==> config.mk <==
export PLATFORM = sky130hd
export DESIGN_NAME = packet_limiter
export DESIGN_NICKNAME = d
export VERILOG_FILES = /design/src/rtl/fifo_pkg.sv /design/src/rtl/axis_skid.sv /design/src/rtl/packet_limiter.sv
export SDC_FILE = /design/constraint.sdc
export NUM_CORES = 1
export LEC_CHECK = 0
export BUFFER_PORTS_ARGS = -buffer_cell sky130_fd_sc_hd__buf_2
export CELL_PAD_IN_SITES_DETAIL_PLACEMENT = 1
export CELL_PAD_IN_SITES_GLOBAL_PLACEMENT = 1
export CORE_ASPECT_RATIO = 0.7
export CORE_MARGIN = 2
export CORE_UTILIZATION = 30
export DETAILED_ROUTE_END_ITERATION = 8
export PLACE_DENSITY_LB_ADDON = 0.1
export SYNTH_ARGS = -nofsm -noshare
export SYNTH_HDL_FRONTEND = slang
export SYNTH_SLANG_ARGS = --single-unit
==> constraint.sdc <==
create_clock -name clock -period 2.1 [get_ports clock]
set_input_delay 0.21 -clock clock [delete_from_list [all_inputs] [get_ports clock]]
set_output_delay 0.21 -clock clock [all_outputs]
set_load 0.03 [all_outputs]
==> src/rtl/fifo_pkg.sv <==
// Shared definitions for the packet_fifo write-side stages: limiter state
// encoding and a constant-evaluable ceiling log2 used to size counters.
package fifo_pkg;

  typedef enum logic {
    ST_PASS    = 1'b0,
    ST_DISCARD = 1'b1
  } state_t;

  function automatic int clog2(input int value);
    int result;
    int rem;
    result = 0;
    rem    = value - 1;
    while (rem > 0) begin
      result = result + 1;
      rem    = rem >> 1;
    end
    return result;
  endfunction

endpackage

==> src/rtl/axis_skid.sv <==
// Two-entry registered stream stage (main + spill). Both ready_o and valid_o
// come straight from flops, so downstream ready timing never reaches upstream.
module axis_skid #(
  parameter int WIDTH = 10
) (
  input  logic             clock,
  input  logic             reset,
  input  logic             valid_i,
  output logic             ready_o,
  input  logic [WIDTH-1:0] data_i,
  output logic             valid_o,
  input  logic             ready_i,
  output logic [WIDTH-1:0] data_o
);

  // Handshake: a beat moves on a port in any cycle where its valid and ready
  // are both high at the rising edge; a presented beat is held until taken.
  logic             main_valid, main_valid_n;
  logic [WIDTH-1:0] main_q, main_n;
  logic             spill_valid, spill_valid_n;
  logic [WIDTH-1:0] spill_q, spill_n;
  logic             ready_q;
  logic             accept;

  assign accept = valid_i && ready_q;

  always_comb begin
    main_valid_n  = main_valid;
    main_n        = main_q;
    spill_valid_n = spill_valid;
    spill_n       = spill_q;
    if (!main_valid || ready_i) begin
      if (spill_valid) begin
        main_valid_n  = 1'b1;
        main_n        = spill_q;
        spill_valid_n = 1'b0;
      end else begin
        main_valid_n = accept;
        if (accept) main_n = data_i;
      end
    end else if (accept) begin
      // Main is stalled: park the incoming beat so upstream sees no stall yet.
      spill_valid_n = 1'b1;
      spill_n       = data_i;
    end
  end

  always_ff @(posedge clock) begin
    if (!reset) begin
      main_valid  <= 1'b0;
      main_q      <= '0;
      spill_valid <= 1'b0;
      spill_q     <= '0;
      ready_q     <= 1'b0;
    end else begin
      main_valid  <= main_valid_n;
      main_q      <= main_n;
      spill_valid <= spill_valid_n;
      spill_q     <= spill_n;
      ready_q     <= !spill_valid_n;
    end
  end

  assign ready_o = ready_q;
  assign valid_o = main_valid;
  assign data_o  = main_q;

endmodule

==> src/rtl/packet_limiter.sv <==
// Caps packet length ahead of packet_fifo: oversize packets are cut, tagged
// for drop and their tail swallowed; keeps saturating good/dropped counts.
module packet_limiter
  import fifo_pkg::*;
#(
  parameter int WIDTH  = 8,
  parameter int MAXLEN = 64,
  parameter int CBITS  = 16,
  parameter int LBITS  = clog2(MAXLEN + 1)
) (
  input  logic             clock,
  input  logic             reset,
  input  logic             valid_i,
  output logic             ready_o,
  input  logic             last_i,
  input  logic             drop_i,
  input  logic [WIDTH-1:0] data_i,
  output logic             valid_o,
  input  logic             ready_i,
  output logic             last_o,
  output logic             drop_o,
  output logic [WIDTH-1:0] data_o,
  output logic [LBITS-1:0] length_o,
  output logic [CBITS-1:0] pkts_o,
  output logic [CBITS-1:0] drops_o
);

  state_t           state, state_n;
  logic [LBITS-1:0] length_q, length_n;
  logic             sticky_q, sticky_n;
  logic [CBITS-1:0] pkts_q, drops_q;

  logic             accept;
  logic             overflow;
  logic             fwd_valid;
  logic             fwd_last;
  logic             fwd_drop;
  logic             skid_ready;
  logic [WIDTH+1:0] skid_out;
  logic             out_end;

  // While discarding, the source is drained at full rate independent of the
  // output side; otherwise acceptance follows the skid's registered ready.
  assign ready_o  = (state == ST_DISCARD) || skid_ready;
  assign accept   = valid_i && ready_o;
  assign overflow = (length_q == LBITS'(MAXLEN - 1)) && !last_i;

  always_comb begin
    state_n   = state;
    length_n  = length_q;
    sticky_n  = sticky_q;
    fwd_valid = 1'b0;
    fwd_last  = last_i || overflow;
    fwd_drop  = sticky_q || drop_i || overflow;
    case (state)
      ST_PASS: begin
        fwd_valid = valid_i;
        if (accept) begin
          if (last_i || overflow) begin
            length_n = '0;
            sticky_n = 1'b0;
          end else begin
            length_n = length_q + 1'b1;
            sticky_n = sticky_q || drop_i;
          end
          if (overflow) state_n = ST_DISCARD;
        end
      end
      ST_DISCARD: begin
        if (accept && last_i) state_n = ST_PASS;
      end
      default: state_n = ST_PASS;
    endcase
  end

  always_ff @(posedge clock) begin
    if (!reset) begin
      state    <= ST_PASS;
      length_q <= '0;
      sticky_q <= 1'b0;
    end else begin
      state    <= state_n;
      length_q <= length_n;
      sticky_q <= sticky_n;
    end
  end

  axis_skid #(
    .WIDTH(WIDTH + 2)
  ) u_skid (
    .clock  (clock),
    .reset  (reset),
    .valid_i(fwd_valid),
    .ready_o(skid_ready),
    .data_i ({fwd_drop, fwd_last, data_i}),
    .valid_o(valid_o),
    .ready_i(ready_i),
    .data_o (skid_out)
  );

  assign drop_o = skid_out[WIDTH+1];
  assign last_o = skid_out[WIDTH];
  assign data_o = skid_out[WIDTH-1:0];

  assign out_end = valid_o && ready_i && last_o;

  always_ff @(posedge clock) begin
    if (!reset) begin
      pkts_q  <= '0;
      drops_q <= '0;
    end else if (out_end) begin
      if (drop_o) begin
        if (drops_q != {CBITS{1'b1}}) drops_q <= drops_q + 1'b1;
      end else begin
        if (pkts_q != {CBITS{1'b1}}) pkts_q <= pkts_q + 1'b1;
      end
    end
  end

  assign length_o = length_q;
  assign pkts_o   = pkts_q;
  assign drops_o  = drops_q;

endmodule

==> qor.csv <==
metric,value,unit
status,"complete, no violations",
setup_viol,0,
drt-pass1-iter-count,4,
crit_path_top_delay_cell,dfxtp_1,
cp.required,2310,ps
drt_iter0_drc,151,
yosysWarnings,0,
cp_max_fo,16,
ys_async_sr_fraction,0,%
area_delta_synth_final,25.5,%
cts_sinks,64,
antenna_cells,0,
period_share,87.4,%
dieArea,0.0108,mm2
arrival,2050,ps
synth_edf_count,0,
grt_usage,16.2,%
r2r_setup_slack,260,ps
routedWlPerCell,15.5,um
hold_violations,0,
synth_nets,359,
power_density,753,mW/mm2
htreeDepth,3,
timing.fmax,545,MHz
fin_setup_tns,0,ps
numCtsBuffers,9,
ys_ff_latch,64,
met3_length,327,um
grt_pass1_wl,13500,um
pin_count,65,
grt_max_degree,27,
startpoint_type,flip-flop,
drv_slew,0,
clk_latency,320,ps
final_area,0.00374,mm2
die_h,87.4,um
rows,30,
cts_setup_buffers,0,
cts_buffer_depth,2,
ctsResizeCount,0,
syn_area_per_cell,8.71,um2
gp_congestion,0.715,
clkSlewWorstSetupHoldPaths,50,ps
max_stage_delay,380,ps
final_antenna_net_count,0,
power.leakage,1.46,nW
dpl.hpwl,6080,um
portBuffers,64,
mostFrequentLayoutCells,"dfxtp_1, buf_2, nand2_1, a21oi_1, nor2_1",
final_cells,542,
via_per_inst,5.19,
totalPowerFinal,2.81,mW
drive_above_1_share,22.9,%
hold_class,in -> reg,
cp-end-kind,flip-flop,
skew,5.01,ps
peakVddDrop,0.343,mV
synth_ff_type,dfxtp_1,
syn_area,0.00298,mm2
antenna_found_initial,0,
fp.coreArea,0.00968,mm2
rsz0062_at_grt,no,
die_x,123,um
totalWireLength,8400,um
met1Wirelength,4410,um
drc,0,
placedInstanceArea,0.00346,mm2
cts_tree,yes,
gr-total-overflow,0,
grt_pass1_vias,2641,
maxCapViolCount,0,
worstPathCellList,ha_1 -> nand4_2 -> nor4_4 -> buf_4 -> nor4_1 -> o21a_1,
dp.cells,528,
synthCells,342,
yosysSeqAreaShare,43.0,%
root_buffer,clkbuf_16,
ys_types,45,
slew_headroom,62.8,%
fin_crit,1840,ps
critPathKind,reg -> reg,
holdBufCountCts,0,
fin_hold_ws,137,ps
top_layer,met4,
wl_met2,3560,um
worstMarginPinSlew,557,ps
routed-via-count,2811,
nets,428,
start_util,30.7,%
[layer usage]
| layer | up-vias | track usage (%) |
|---|---|---|
| met5 | - | 0 |
| met4 | 0 | 4.96 |
| met3 | 11 | 4.58 |
| met2 | 46 | 23.3 |
| met1 | 1341 | 23.3 |
| li1 | 1413 | - |
[through the flow]
step	utilization (%)	worst slack, ps
finish	38.6	265
global route	38.6	54.1
CTS	38.6	257
detailed placement	35.7	291
global placement	35.7	311
floorplan	-	233
[layout make-up]
type	instances	area (um2)
clock buffers	14	274
flip-flops and latches	64	1280
well taps	128	160
inverters	4	15.0
multi-input cells	257	1600
fillers	1161	5950
repair buffers	75	403
[Yosys cell counts (9+ instances only)]
cell type / instances / area [um2]
nand2_1: 38 / 143
mux2i_1: 14 / 140
dfxtp_1: 64 / 1280
or4_1: 12 / 90.1
clkbuf_1: 10 / 37.5
nand4_1: 9 / 56.3
a211oi_1: 9 / 67.6
o31ai_1: 13 / 97.6
a21oi_1: 35 / 175
nand3_1: 15 / 75.1
o21ai_0: 9 / 45.0
or3_1: 11 / 68.8
nor2_1: 20 / 75.1
[critical path: cells and delay by family (launching register included)]
kind            cells  cell delay (ps)
compound gates      1              180
fa+ha+maj           1              240
buf+inv             1              240
flops               1              380
simple gates        3              700
[cells by family after synthesis]
kind of cell,count (synthesis),synth area share (%)
flops,64,43.0
fa+ha+maj,3,1.26
xor+xnor,6,1.76
buf+inv,21,3.15
mux,14,4.71
simple gates,151,29.1
compound gates,83,17.0
[worst paths after layout]
check                         start                end  depth (start not counted)
setup reg to reg         drops_o[0]         drops_o[4]                          6
hold / removal            data_i[1]  u_skid.spill_q[1]                          3
hold reg to reg   u_skid.spill_q[1]  u_skid.spill_q[1]                          2
setup / recovery         drops_o[0]         drops_o[4]                          6
[power by group]
group,switching (mW),internal (mW)
Clock,0.509,0.883
Sequential,0.0150,1.24
Combinational,0.113,0.0549
[flip-flops by register name, summed over array words and instances (netlist names)]
name	count
u_skid.ready_o	1
drops_o	16
u_skid.spill_q	10
u_skid.valid_o	1
pkts_o	16
sticky_q	1
u_skid.spill_valid	1
state	1
u_skid.data_o	10
length_o	7
Power figures use the tool's default switching activity.
